## config.mk

```make
export PLATFORM = sky130hd
export DESIGN_NAME = control_unit
export DESIGN_NICKNAME = d
export VERILOG_FILES = /design/src/rtl/control_unit.sv
export SDC_FILE = /design/constraint.sdc
export NUM_CORES = 1
export LEC_CHECK = 0
export CORE_MARGIN = 4
export CORE_UTILIZATION = 25
export CTS_CLUSTER_SIZE = 16
export DETAILED_ROUTE_END_ITERATION = 8
export GPL_ROUTABILITY_DRIVEN = 0
export HOLD_SLACK_MARGIN = 0.02
export SLEW_MARGIN = 30
export SYNTH_ARGS = -nofsm -noshare
export SYNTH_HDL_FRONTEND = slang
export SYNTH_SLANG_ARGS = --single-unit
```

## constraint.sdc

```tcl
create_clock -name clock -period 1.72 [get_ports clock]
set_input_delay 0.516 -clock clock [delete_from_list [all_inputs] [get_ports clock]]
set_output_delay 0.516 -clock clock [all_outputs]
set_load 0.02 [all_outputs]
```

## src/rtl/control_unit.sv

```systemverilog
// Hardwired fetch/decode/execute sequencer producing every alu_system control input.
// Optional macro CU_ILLEGAL_TRAP_EN: illegal opcodes halt and set the sticky illegal flag.
module control_unit (
  input  logic        clock,
  input  logic        reset,
  input  logic        run,
  input  logic [7:0]  IROutMSB,
  output logic [1:0]  MuxASel,
  output logic [1:0]  MuxBSel,
  output logic [1:0]  MuxCSel,
  output logic        MuxDSel,
  output logic [3:0]  RFRegSel,
  output logic [3:0]  RFScrSel,
  output logic [2:0]  RFFunSel,
  output logic [2:0]  RFOutASel,
  output logic [2:0]  RFOutBSel,
  output logic [4:0]  ALUFunSel,
  output logic [2:0]  ARFRegSel,
  output logic [1:0]  ARFFunSel,
  output logic [1:0]  ARFOutASel,
  output logic [1:0]  ARFOutBSel,
  output logic        DREnable,
  output logic [1:0]  DRFunSel,
  output logic        MemCS,
  output logic        MemWR,
  output logic        IRHighSel,
  output logic        IRWrite,
  output logic        busy,
  output logic        halted,
  output logic        illegal,
  output logic [15:0] instr_count
);

  typedef enum logic [2:0] {
    ST_IDLE, ST_FETCH_L, ST_FETCH_H, ST_WAIT, ST_EXEC, ST_HALT
  } state_t;

  localparam logic [5:0] OP_NOP  = 6'h00;
  localparam logic [5:0] OP_LDI  = 6'h01;
  localparam logic [5:0] OP_INC  = 6'h02;
  localparam logic [5:0] OP_ADD  = 6'h03;
  localparam logic [5:0] OP_HALT = 6'h3F;

  state_t     state;
  state_t     state_next;
  logic [5:0] opcode;
  logic [1:0] rx;
  logic [3:0] rx_onehot;
  logic       op_halt;
  logic       retire;

  assign opcode    = IROutMSB[7:2];
  assign rx        = IROutMSB[1:0];
  assign rx_onehot = 4'b0001 << rx;
  assign op_halt   = (opcode == OP_HALT);

`ifdef CU_ILLEGAL_TRAP_EN
  logic op_legal;
  logic trap;
  logic illegal_reg;

  assign op_legal = (opcode <= OP_ADD);
  assign trap     = (state == ST_EXEC) && !op_legal && !op_halt;
  assign retire   = (state == ST_EXEC) && op_legal;

  always_ff @(posedge clock or negedge reset) begin
    if (!reset)
      illegal_reg <= 1'b0;
    else if (trap)
      illegal_reg <= 1'b1;
  end

  assign illegal = illegal_reg;
`else
  // Unknown opcodes behave as NOP and still retire.
  assign retire  = (state == ST_EXEC) && !op_halt;
  assign illegal = 1'b0;
`endif

  always_ff @(posedge clock or negedge reset) begin
    if (!reset) begin
      state       <= ST_IDLE;
      instr_count <= 16'd0;
    end else begin
      state <= state_next;
      if (retire)
        instr_count <= instr_count + 16'd1;
    end
  end

  always_comb begin
    state_next = state;
    MuxASel    = 2'b00;
    MuxBSel    = 2'b00;
    MuxCSel    = 2'b00;
    MuxDSel    = 1'b0;
    RFRegSel   = 4'b0000;
    RFScrSel   = 4'b0000;
    RFFunSel   = 3'b000;
    RFOutASel  = 3'b000;
    RFOutBSel  = 3'b000;
    ALUFunSel  = 5'b00000;
    ARFRegSel  = 3'b000;
    ARFFunSel  = 2'b00;
    ARFOutASel = 2'b00;
    ARFOutBSel = 2'b00;
    DREnable   = 1'b0;
    DRFunSel   = 2'b00;
    MemCS      = 1'b1;
    MemWR      = 1'b0;
    IRHighSel  = 1'b0;
    IRWrite    = 1'b0;
    busy       = (state != ST_IDLE) && (state != ST_HALT);
    halted     = (state == ST_HALT);

    case (state)
      ST_IDLE: begin
        if (run)
          state_next = ST_FETCH_L;
      end
      ST_FETCH_L, ST_FETCH_H: begin
        // Read memory at PC into the selected IR half, post-incrementing PC.
        MemCS      = 1'b0;
        ARFOutBSel = 2'b00;
        IRWrite    = 1'b1;
        IRHighSel  = (state == ST_FETCH_H);
        ARFRegSel  = 3'b001;
        ARFFunSel  = 2'b01;
        state_next = (state == ST_FETCH_L) ? ST_FETCH_H : ST_WAIT;
      end
      ST_WAIT: begin
        state_next = ST_EXEC;
      end
      ST_EXEC: begin
        case (opcode)
          OP_LDI: begin
            MuxASel  = 2'b11;
            RFFunSel = 3'b010;
            RFRegSel = rx_onehot;
          end
          OP_INC: begin
            RFFunSel = 3'b001;
            RFRegSel = rx_onehot;
          end
          OP_ADD: begin
            MuxDSel   = 1'b0;
            RFOutASel = {1'b0, rx};
            RFOutBSel = 3'b000;
            ALUFunSel = 5'b10100;
            MuxASel   = 2'b00;
            RFFunSel  = 3'b010;
            RFRegSel  = rx_onehot;
          end
          default: ;
        endcase

        if (op_halt)
          state_next = ST_HALT;
`ifdef CU_ILLEGAL_TRAP_EN
        else if (!op_legal)
          state_next = ST_HALT;
`endif
        else if (run)
          state_next = ST_FETCH_L;
        else
          state_next = ST_IDLE;
      end
      ST_HALT: begin
        state_next = ST_HALT;
      end
      default: begin
        state_next = ST_IDLE;
      end
    endcase
  end

endmodule

```

==> flow_metrics.tcl <==
set metrics [dict create \
    rr_worst_depth 7 \
    ir_drop_v 0.000565 \
    synth_area_leaders "dfrtp_1 (38%), buf_4 (20%), xor2_1 (6.3%)" \
    cp_slowest_cell "nor4_4" \
    ys_seq_area_share_pct 37.8 \
    setup_tns_ps -3530 \
    hp-class "reg2reg" \
    cp_cell_sequence "buf_6 > nor4_4 > and2_4 > o21ai_4 > nor3b_4 > buf_6" \
    cts.sinks 19 \
    hold_buffers 0 \
    portBuffers 45 \
    synth_async_sr_flop_share_pct 100 \
    synth-main-ff-cell "dfrtp_1" \
    r2r_slack_ps 110 \
    nFillCells 489 \
    via_count 1083 \
    slowest_delay_ps 290 \
    row_count 25 \
    grt_overflow 0 \
    min_period_ps 2040 \
    leakage_nw 1.05 \
    layout_setup_ws_ps -318 \
    multi_input_area_sq_um 806 \
    grt_usage_pct 9.20 \
    holdPathStages 1 \
    wl_um 3090 \
    wire_per_inst_um 11.5 \
    cts_made_buffers 3 \
    cp.required_ps 1200 \
    cp-end-kind "primary output" \
    route.detailed.drc 0 \
    clkSlewWorstSetupHoldPaths_ps 70 \
    antenna_found_initial 0 \
    drtIter0Drc 12 \
    synth_edf_count 0 \
    max-cap-violations 0 \
    clock_path_buffers 2 \
    antenna_left 0 \
    pin_count 75 \
    setup_viol_count_final 17 \
    tritoncts "yes" \
    start_kind "input port" \
    viasPerCell 4.04 \
    ys_warn_count 0 \
    finalHoldViolCount 0 \
    drive_above_1_share_pct 41.8 \
    avgSynthCellArea_sq_um 9.46 \
    violations "setup timing" \
    cp_common_cell "buf_6" \
    ys_ff_latch 19 \
    register_area_sq_um 475 \
    netlist_area_sq_mm 0.00126 \
    crit_type "in2out" \
    fin_hold_ws_ps 468 \
    syn_inst 133 \
    syn2layout_area_growth_pct 64.2 \
    yosysTopAreaCellShare_pct 37.8 \
    synth_most_common_cell "buf_4" \
    fin_area_sq_mm 0.00207 \
    grt_pass1_wl_um 4670 \
    crit_arrival_ps 1520 \
    min_to "instr_count[15]" \
    r2r_start "state[1]" \
    final_nets 214 \
    clkLatencyLatePin_ps 250 \
    grt_max_degree 20 \
    start_util_pct 26.3 \
    cts-root-buf "clkbuf_8" \
    die_h_um 79.0 \
    dp_hpwl_um 2290 \
    synth_cell_types 29 \
    slew_violations 0 \
    final_util_pct 43.2 \
    stdcell_count 268 \
    placed_cells 258 \
    cellPowerDensity_mw_per_mm2 1050 \
    dr.pass1.iters 4 \
    place_area_sq_mm 0.00186 \
    reg2reg_to "instr_count[15]" \
    status "finished, violations left" \
    rsz0062_at_grt "true" \
    core_area_sq_mm 0.00479 \
    skew_ps 1.27 \
    first_global_vias 994 \
    cp_top_family "simple AND/OR/NAND/NOR gates" \
    synth_commonest_cells "buf_4 (33), dfrtp_1 (19), xor2_1 (9)" \
    synth_top_area_cell "dfrtp_1" \
    max_clock_freq_ghz 0.491 \
    min_from "instr_count[15]" \
    critPathMaxFanout 3 \
    diodes 0 \
    htree_num_levels 1 \
    dieArea_sq_mm 0.00623 \
    dieWidth_um 79.0 \
    fin_crit_sh_pct 118 \
    critical_path_buf_inv_count 2 \
]
==> per-layer routing <==
layer	part of all wire, %	routed length [um]	vias up	track usage (%)
li1	-	-	535	-
met1	45	1390	496	12.5
met2	46	1410	50	14.3
met3	8.7	270	2	2.27
met4	0.55	17	0	3.09
met5	0	0	-	0
==> cells by family after synthesis <==
logic type                 after synthesis  share of synthesized area, %
and+or+nand+nor                         50                          23.0
AOI/OAI and AO/OA                        8                          4.97
xor gates and xnor gates                16                          11.1
other                                    1                         0.298
DFF                                     19                          37.8
buffers and inverters                   37                          21.0
adders and majority gates                1                         0.994
muxes                                    1                         0.895
==> per-stage QoR <==
step	power (W)	worst slack, ps
after floorplan	0.00128	-205
after global placement	0.00171	-1180
after global routing	0.00232	-405
after CTS	0.00199	-345
after detailed placement	0.00172	-1220
final	0.00217	-318
==> report_power, final <==
part	internal, W	switching [W]	leakage (nW)
Sequential	0.000525	0.0000896	0.250
Clock	0.000161	0.000143	0.0255
Combinational	0.000613	0.000644	0.779
==> flip-flops by register name (all words and copies together), names as in the netlist <==
signal,flops
instr_count,16
state,3
==> cell usage in the layout, fill, tap and decap left out, types with 3 or more instances in the layout <==
cell and n:
dlygate4sd2_1 18, nand3_1 4, xnor2_1 6, buf_4 23
nor3_2 3, nand4_1 6, clkbuf_8 3, nor2_1 5
dfrtp_1 19, nor3b_4 3, nand2_1 7, conb_1 29
buf_6 21, xor2_1 9
==> repair_timing <==
action / 4_1_cts / 5_1_grt
resized for setup: 159 / 19
cloned: 0 / 0
setup endpoints to repair: 52 / 28
pin swaps: 11 / 11
buffers inserted: 1 / 5
==> worst register-to-register path, delay by kind of cell (launching register included) <==
kind            cells  cell delay, ps
compound gates      1             100
xor+xnor            1             160
simple gates        2             440
flops               1             420
buf+inv             3             420
==> final cells by class <==
class / count / share of cell area [%]
flip-flops and latches: 19 / 23.0
clock buffers: 3 / 2.00
multi-input cells: 105 / 39.0
clock inverters: 1 / 0.242
well taps: 67 / 4.06
repair buffers: 70 / 31.2
inverters: 3 / 0.545
==> worst max path at each step <==
| stage | cells after the start | to | slack [ps] | from |
|---|---|---|---|---|
| floorplan | 4 | MuxASel[1] | -210 | IROutMSB[5] |
| global placement | 6 | RFRegSel[2] | -1180 | IROutMSB[5] |
| detailed placement | 6 | RFRegSel[1] | -1220 | IROutMSB[5] |
| CTS | 6 | RFRegSel[2] | -340 | IROutMSB[6] |
| global route | 5 | RFRegSel[2] | -410 | state[1] |
| finish | 6 | RFRegSel[2] | -320 | IROutMSB[4] |
Power figures use the tool's default switching activity.
